===== src/rtl/huffman_bit_packer.sv =====
// Packs right-aligned variable-length codewords MSB-first into bytes at 1 bit/clk; one output register with stall on full.
// Optional PACKER_BITCOUNT_EN adds a free-running total_bits count of codeword bits shifted.
module huffman_bit_packer #(
  parameter int MAX_CODE_LEN = 16,
  parameter int LEN_W        = 5
) (
  input  logic                    clk,
  input  logic                    rst,
  input  logic                    code_valid,
  output logic                    code_ready,
  input  logic [MAX_CODE_LEN-1:0] code_bits,
  input  logic [LEN_W-1:0]        code_len,
  input  logic                    flush,
  output logic                    flush_done,
  output logic                    byte_valid,
  input  logic                    byte_ready,
  output logic [7:0]              byte_data,
  output logic                    bit_strobe
`ifdef PACKER_BITCOUNT_EN
  ,
  output logic [31:0]             total_bits
`endif
);

  typedef enum logic [1:0] {IDLE, SHIFT, PAD} state_t;

  state_t                  state_q, state_d;
  logic [MAX_CODE_LEN-1:0] word_q, word_d;
  logic [LEN_W-1:0]        cnt_q, cnt_d;
  logic [7:0]              acc_q, acc_d;
  logic [2:0]              bit_pos_q, bit_pos_d;
  logic [7:0]              out_q, out_d;
  logic                    out_vld_q, out_vld_d;

  logic [LEN_W-1:0]        len_clamped;
  logic                    out_free;
  logic                    load;
  logic [7:0]              load_byte;
  logic [7:0]              acc_bit;

  always_comb begin
    len_clamped = (code_len > LEN_W'(MAX_CODE_LEN)) ? LEN_W'(MAX_CODE_LEN) : code_len;
    // The output register can take a new byte if empty or draining this cycle.
    out_free    = !out_vld_q || byte_ready;
    acc_bit     = acc_q;
    acc_bit[~bit_pos_q] = word_q[MAX_CODE_LEN-1];

    state_d    = state_q;
    word_d     = word_q;
    cnt_d      = cnt_q;
    acc_d      = acc_q;
    bit_pos_d  = bit_pos_q;
    code_ready = 1'b0;
    bit_strobe = 1'b0;
    flush_done = 1'b0;
    load       = 1'b0;
    load_byte  = acc_q;

    case (state_q)
      IDLE: begin
        code_ready = 1'b1;
        if (code_valid) begin
          if (len_clamped != '0) begin
            // Left-align so the next bit to send is always the MSB.
            word_d  = code_bits << (LEN_W'(MAX_CODE_LEN) - len_clamped);
            cnt_d   = len_clamped;
            state_d = SHIFT;
          end
        end else if (flush) begin
          state_d = PAD;
        end
      end
      SHIFT: begin
        if (bit_pos_q != 3'd7 || out_free) begin
          bit_strobe = 1'b1;
          word_d     = word_q << 1;
          cnt_d      = cnt_q - LEN_W'(1);
          bit_pos_d  = bit_pos_q + 3'd1;
          if (bit_pos_q == 3'd7) begin
            load      = 1'b1;
            load_byte = acc_bit;
            acc_d     = '0;
          end else begin
            acc_d = acc_bit;
          end
          if (cnt_q == LEN_W'(1)) begin
            state_d = IDLE;
          end
        end
      end
      PAD: begin
        if (bit_pos_q == 3'd0) begin
          flush_done = 1'b1;
          state_d    = IDLE;
        end else if (out_free) begin
          // Unwritten positions of the accumulator are already zero.
          flush_done = 1'b1;
          load       = 1'b1;
          load_byte  = acc_q;
          acc_d      = '0;
          bit_pos_d  = 3'd0;
          state_d    = IDLE;
        end
      end
      default: state_d = IDLE;
    endcase

    out_vld_d = out_vld_q && !byte_ready;
    out_d     = out_q;
    if (load) begin
      out_vld_d = 1'b1;
      out_d     = load_byte;
    end
  end

  always_ff @(posedge clk or posedge rst) begin
    if (rst) begin
      state_q   <= IDLE;
      word_q    <= '0;
      cnt_q     <= '0;
      acc_q     <= '0;
      bit_pos_q <= '0;
      out_q     <= '0;
      out_vld_q <= 1'b0;
    end else begin
      state_q   <= state_d;
      word_q    <= word_d;
      cnt_q     <= cnt_d;
      acc_q     <= acc_d;
      bit_pos_q <= bit_pos_d;
      out_q     <= out_d;
      out_vld_q <= out_vld_d;
    end
  end

  assign byte_valid = out_vld_q;
  assign byte_data  = out_q;

`ifdef PACKER_BITCOUNT_EN
  logic [31:0] total_bits_q, total_bits_d;

  always_comb begin
    total_bits_d = total_bits_q + (bit_strobe ? 32'd1 : 32'd0);
  end

  always_ff @(posedge clk or posedge rst) begin
    if (rst) begin
      total_bits_q <= '0;
    end else begin
      total_bits_q <= total_bits_d;
    end
  end

  assign total_bits = total_bits_q;
`endif

endmodule


===== config.mk =====
export PLATFORM = sky130hd
export DESIGN_NAME = huffman_bit_packer
export DESIGN_NICKNAME = d
export VERILOG_FILES = /design/src/rtl/huffman_bit_packer.sv
export SDC_FILE = /design/constraint.sdc
export NUM_CORES = 1
export LEC_CHECK = 0
export ABC_CLOCK_PERIOD_IN_PS = 5100
export CORE_MARGIN = 5
export CORE_UTILIZATION = 60
export CTS_BUF_LIST = sky130_fd_sc_hd__clkbuf_4
export DETAILED_ROUTE_END_ITERATION = 12
export PLACE_DENSITY = 0.95
export SYNTH_ARGS = -nofsm -noshare
export SYNTH_HDL_FRONTEND = slang
export SYNTH_SLANG_ARGS = --single-unit

===== constraint.sdc =====
create_clock -name clk -period 5.1 [get_ports clk]
set_input_delay 1.02 -clock clk [delete_from_list [all_inputs] [get_ports clk]]
set_output_delay 1.02 -clock clk [all_outputs]
set_load 0.02 [all_outputs]

# Word level (Yosys, flattened, before mapping)

Cells that the tools add are included.

Logic and storage cells: 86
Flip-flop bits (word level): 43

Shifts and indexed selects: 1
Add/sub/neg operators: 3
Reduce and logical (&&, ||, !) cells: 14
$lt $le $gt $ge: 3
Mux-type cells: 43
Equal/unequal tests: 14
Bitwise gates (word level): 1

Operators by type and width:

| kind                                                                         | number |
|---|---|
| 8-bit 2-to-1 mux                                                             | 7 |
| 16-bit 2-to-1 mux                                                            | 3 |
| 16-bit case mux with 2 select lines                                          | 1 |
| 5-bit 2-to-1 mux                                                             | 4 |
| 8-bit case mux with 2 select lines                                           | 1 |
| 16-bit by 5-bit left shift with 16-bit output                                | 1 |
| 2-bit 2-to-1 mux                                                             | 7 |
| 2-bit != test, second input constant                                         | 6 |
| 3-bit != test, second input constant                                         | 4 |
| 1-bit 2-to-1 mux                                                             | 11 |
| 5-bit case mux with 2 select lines                                           | 1 |
| 3-bit 2-to-1 mux                                                             | 3 |
| 8-bit bitwise mux                                                            | 1 |
| 4-bit AND reduction                                                          | 2 |
| 2-bit case mux with 3 select lines                                           | 1 |
| 3-bit case mux with 2 select lines                                           | 1 |
| 5-bit by 1-bit == test with 1-bit output, second input constant              | 1 |
| 5-bit > comparator, second input constant                                    | 1 |
| 5-bit AND reduction                                                          | 1 |
| 5-bit nonzero test                                                           | 1 |
| 5-bit by 1-bit subtractor with 5-bit output, second input constant           | 1 |
| 5-bit subtractor, first input constant                                       | 1 |
| 3-bit by 4-bit less-than comparator with 1-bit output, second input constant | 1 |
| 2-bit nonzero test                                                           | 2 |
| 13 further kinds                                                             | 16 |

# Depth between registers and ports, before layout

Depth in word-level cells: 9
Mapped depth: 13

# Worst setup path before layout

No wires, ideal clock.

Kind: in2reg
Start: input port code_len[4]
End: register cnt_q[2]
Setup time: 0.136 ns
Required time: 4.964 ns
Path buffers: 3
Path slack: 1.697 ns
Stages on the path: 13
Arrival time: 3.267 ns
Cell sequence: buf_6 nor2b_4 buf_6 inv_2 ha_1 o21a_1 ha_1 nand2b_1 a221oi_1 buf_2 nand3_1 o21ai_0 a21oi_1

Cells in the longest elaborated chain, start to end: 5

RTL lines:

| what                                                                                              | RTL line | source |
|---|---|---|
| from (decl)                                                                                       | 12       | `input logic [LEN_W-1:0] code_len,` |
| 5-bit > comparator                                                                                | 42       | `len_clamped = (code_len > LEN_W'(MAX_CODE_LEN)) ? LEN_W'(MAX_CODE_LEN) : code_len;` |
| 5-bit 2-to-1 mux (*)                                                                              | 42       |  |
| 5-bit nonzero test / 5-bit 2-to-1 mux (equally long branches)                                     | 63       | `if (len_clamped != '0) begin` |
| 2-bit != test (no source line) / 5-bit 2-to-1 mux (equally long branches)                         | n/a      |  |
| 4-bit AND reduction (no source line) / 5-bit case mux with 2 select lines (equally long branches) | n/a      |  |
| to (signal assigned)                                                                              | 128      | `cnt_q <= cnt_d;` |
| to (decl)                                                                                         | 29       | `logic [LEN_W-1:0] cnt_q, cnt_d;` |

Mark *: on every way between the ends. The rest lies on a longest branch, timed or not. The select of a mux whose other input is x is not followed.
A chain may end at the register's enable or synchronous reset.

# Worst setup path in the final report

Start: input port code_len[4]
End: register word_q[12]

Cells in the longest elaborated chain, start to end: 7

RTL lines:

| what                                          | RTL line | source |
|---|---|---|
| 5-bit > comparator                            | 42       |  |
| 5-bit 2-to-1 mux (*)                          | 42       |  |
| 5-bit subtractor                              | 65       | `word_d = code_bits << (LEN_W'(MAX_CODE_LEN) - len_clamped);` |
| 16-bit by 5-bit left shift with 16-bit output | 65       |  |
| 16-bit 2-to-1 mux                             | 63       |  |
| 16-bit 2-to-1 mux                             | 62       | `if (code_valid) begin` |
| 16-bit case mux with 2 select lines           | 59       | `case (state_q)` |
| to (signal assigned)                          | 127      | `word_q <= word_d;` |
| to (decl)                                     | 28       | `logic [MAX_CODE_LEN-1:0] word_q, word_d;` |

Marks and branches as above.

==> results.cfg <==
[cells_and_area]
area_growth_pct = 13.82
antenna_cells = 0
layout.nets = 400
fillers = 394
drive_above_1_share_pct = 12.88

[floorplan]
ios = 38
die-width_um = 82.25
core_area_sq_um = 5075
start_util_pct = 61.71
rows = 26
die_area_sq_um = 6764
die_h_um = 82.25

[drt]
postRouteAntennaNets = 0
avgRoutedWirePerCell_um = 16.91
routed_via_density = 6.354
drcViolationCount = 0
via_count = 2764
drt_iter0_markers = 157
routed_wl_um = 7357
firstDrtPassIters = 6

[timing]
period_share_pct = 78.83
max_freq_mhz = 248.7
slew_violations = 0
tightest_slew_ns = 1.168
finalSetupViolCount = 0
final.setup.tns_ns = 0
grt_setup_unrepaired = false
hold_viol_final = 0
skew_ns = 0.01105
fin_ws_ns = 1.080
period_needed_ns = 4.020
maxSlewHeadroom_pct = 21.85

[placed_design]
pre_cts_ws_ns = 0.6962
gp_congestion = 0.9392
hpwl_um = 5513
portBuffers = 37

[clocking]
numClockSinks = 43
cts_tree = yes
holdBufCountCts = 0
clock-root-buffer = clkbuf_4
clk_transition_reported_paths_ns = 0.14
htree_levels = 2
clockBufferDepth = 2
cts_buffers = 5
cts_setup_buffers = 0
clkLatencyLatePin_ns = 0.37
cts_resized = 0

[logic_synthesis]
synth_seq_cells = 43
async_flop_share_pct = 100.0
ys_top_cells_by_count = dfrtp_1, nand2_1, nor2_1, a21oi_1, o21ai_0
yosysWarnings = 0
seq_area_frac_synth_pct = 34.36
synth_top_area_share_pct = 34.36
synth_area_per_cell_sq_um = 9.266
ys_top_cells_by_area = dfrtp_1, mux4_2, mux2i_1
synth_cells = 338
synth-main-ff-cell = dfrtp_1
synth_most_common_cell = dfrtp_1
synth_area_sq_um = 3132
syn_nets = 374
synth-edff-count = 0
yosysTopAreaCell = dfrtp_1
synth.distinct_cells = 53

[critical_path]
cp_top_family = buffers and inverters
critPathBufInv = 2
end_kind = flip-flop
start_kind = input port
cp_slowest_cell = xor2_2
crit_required_ns = 5.38
cp_cell_sequence = clkdlybuf4s50_1 -> nor2b_4 -> inv_2 -> ha_1 -> xor2_2 -> mux4_2 -> and2_1 -> o31ai_2
worstPathArrival_ns = 4.30
regToRegStartpoint = bit_pos_q[1]
crit_fanout = 17
reg2reg_depth = 6
crit_path_max_incr_delay_ns = 0.63
reg2reg_slack_ns = 2.54
reg2reg_to = bit_pos_q[2]
worstSetupPathType = in2reg

[pwr]
p_per_area_nw_per_um2 = 479.0
leakage_nw = 1.488
ir_worst_vdd_v = 0.0002719

[global_route]
grt_overflow = 0
grt_pass1_wl_um = 12650
antenna_found_initial = 0
grt_use_total_pct = 24.38
grt_max_degree = 44
grt_pass1_vias = 2673

[status]
status = finished, final reports clean

[worst_hold_path]
min_path_cells = 2
min_path_type = reg2reg
min_to = word_q[0]
hold_start = word_q[0]

[flow_run]
maxCapViolCount = 0
cells in the final DEF, fill, tap and decap left out, drive strengths merged, types with 2 or more instances in the layout:
master	n
clkdlybuf4s50	37
o22ai	5
inv	11
a32oi	2
nor2b	6
mux4	10
a21oi	24
nand3	8
dfrtp	43
ha	10
nor3	7
nand2	34
mux2i	20
o31ai	12
and2	7
clkbuf	5
nand2b	10
nand3b	3
mux2	12
o221ai	2
a221o	3
nor3b	5
o21ai	24
a221oi	5
clkinvlp	2
and3	7
buf	4
nor2	31
sequential cells by signal, indices dropped and copies added (netlist names):
| name | cells |
|---|---|
| byte_valid | 1 |
| bit_pos_q | 3 |
| acc_q | 8 |
| cnt_q | 5 |
| byte_data | 8 |
| word_q | 16 |
| state_q | 2 |
logic make-up (layout without fill, tap and decap cells):
logic type      Yosys count  count (layout)  share of synthesized area (%)
buf+inv                  32              59                          5.113
xor+xnor                  2               2                         0.7992
fa+ha+maj                10              10                          3.995
flops                    43              43                          34.36
compound gates           84              84                          17.38
simple gates            125             125                          20.46
mux                      42              42                          17.90
final cells by class:
cell class / instances / area [sq um] / share of cell area, %
multi-input cells: 263 / 1902 / 53.35
repair buffers: 41 / 400.4 / 11.23
clock buffers: 5 / 37.54 / 1.053
flip-flops and latches: 43 / 1076 / 30.19
well taps: 70 / 87.58 / 2.457
inverters: 10 / 37.54 / 1.053
clock inverters: 3 / 23.77 / 0.6669
per-layer routing:
metal | track usage (%) | wire (um) | share of wire [%] | vias to the layer above
li1 | - | - | - | 1287
met1 | 30.05 | 2996 | 41 | 1317
met2 | 40.63 | 3635 | 49 | 134
met3 | 4.121 | 450 | 6.1 | 26
met4 | 13.12 | 273 | 3.7 | 0
met5 | 0 | 0 | 0 | -
where the power goes:
| group | internal, W | switching [W] |
|---|---|---|
| combinational | 0.000392 | 0.000509 |
| clock | 0.0000554 | 0.000128 |
| sequential | 0.000488 | 0.000136 |
| total | 0.000936 | 0.000772 |
worst max path at each step:
stage,startpoint,to,slack (ns),cells after the start
5_1_grt,code_len[4],word_q[12],0.78,8
4_1_cts,code_len[4],word_q[12],1.10,8
3_3_place_gp,code_len[4],word_q[12],0.87,8
3_5_place_dp,code_len[4],word_q[12],0.70,8
6_report,code_len[4],word_q[12],1.08,8
2_1_floorplan,code_len[4],cnt_q[2],1.70,13
metrics by stage:
step | utilization [%] | std cells | power (W) | instance area [sq um] | hold slack [ns]
after floorplan | - | 338 | 0.001256 | 3132 | 0.4492
after global placement | 69.03 | 427 | 0.001473 | 3503 | 0.4623
after detailed placement | 69.03 | 427 | 0.001522 | 3503 | 0.4674
after CTS | 70.24 | 435 | 0.001704 | 3565 | 0.4983
after global routing | 70.24 | 435 | 0.001845 | 3565 | 0.5296
final | 70.24 | 435 | 0.001708 | 3565 | 0.4967
worst register-to-register path, stage by stage, from the launching register on:
cell and delay (ns):
dfrtp_1 0.57, ha_1 0.23, ha_1 0.18, and3b_1 0.23, nor3b_1 0.09, nor2_1 0.89, o21ai_0 0.23
Power figures use the tool's default switching activity.
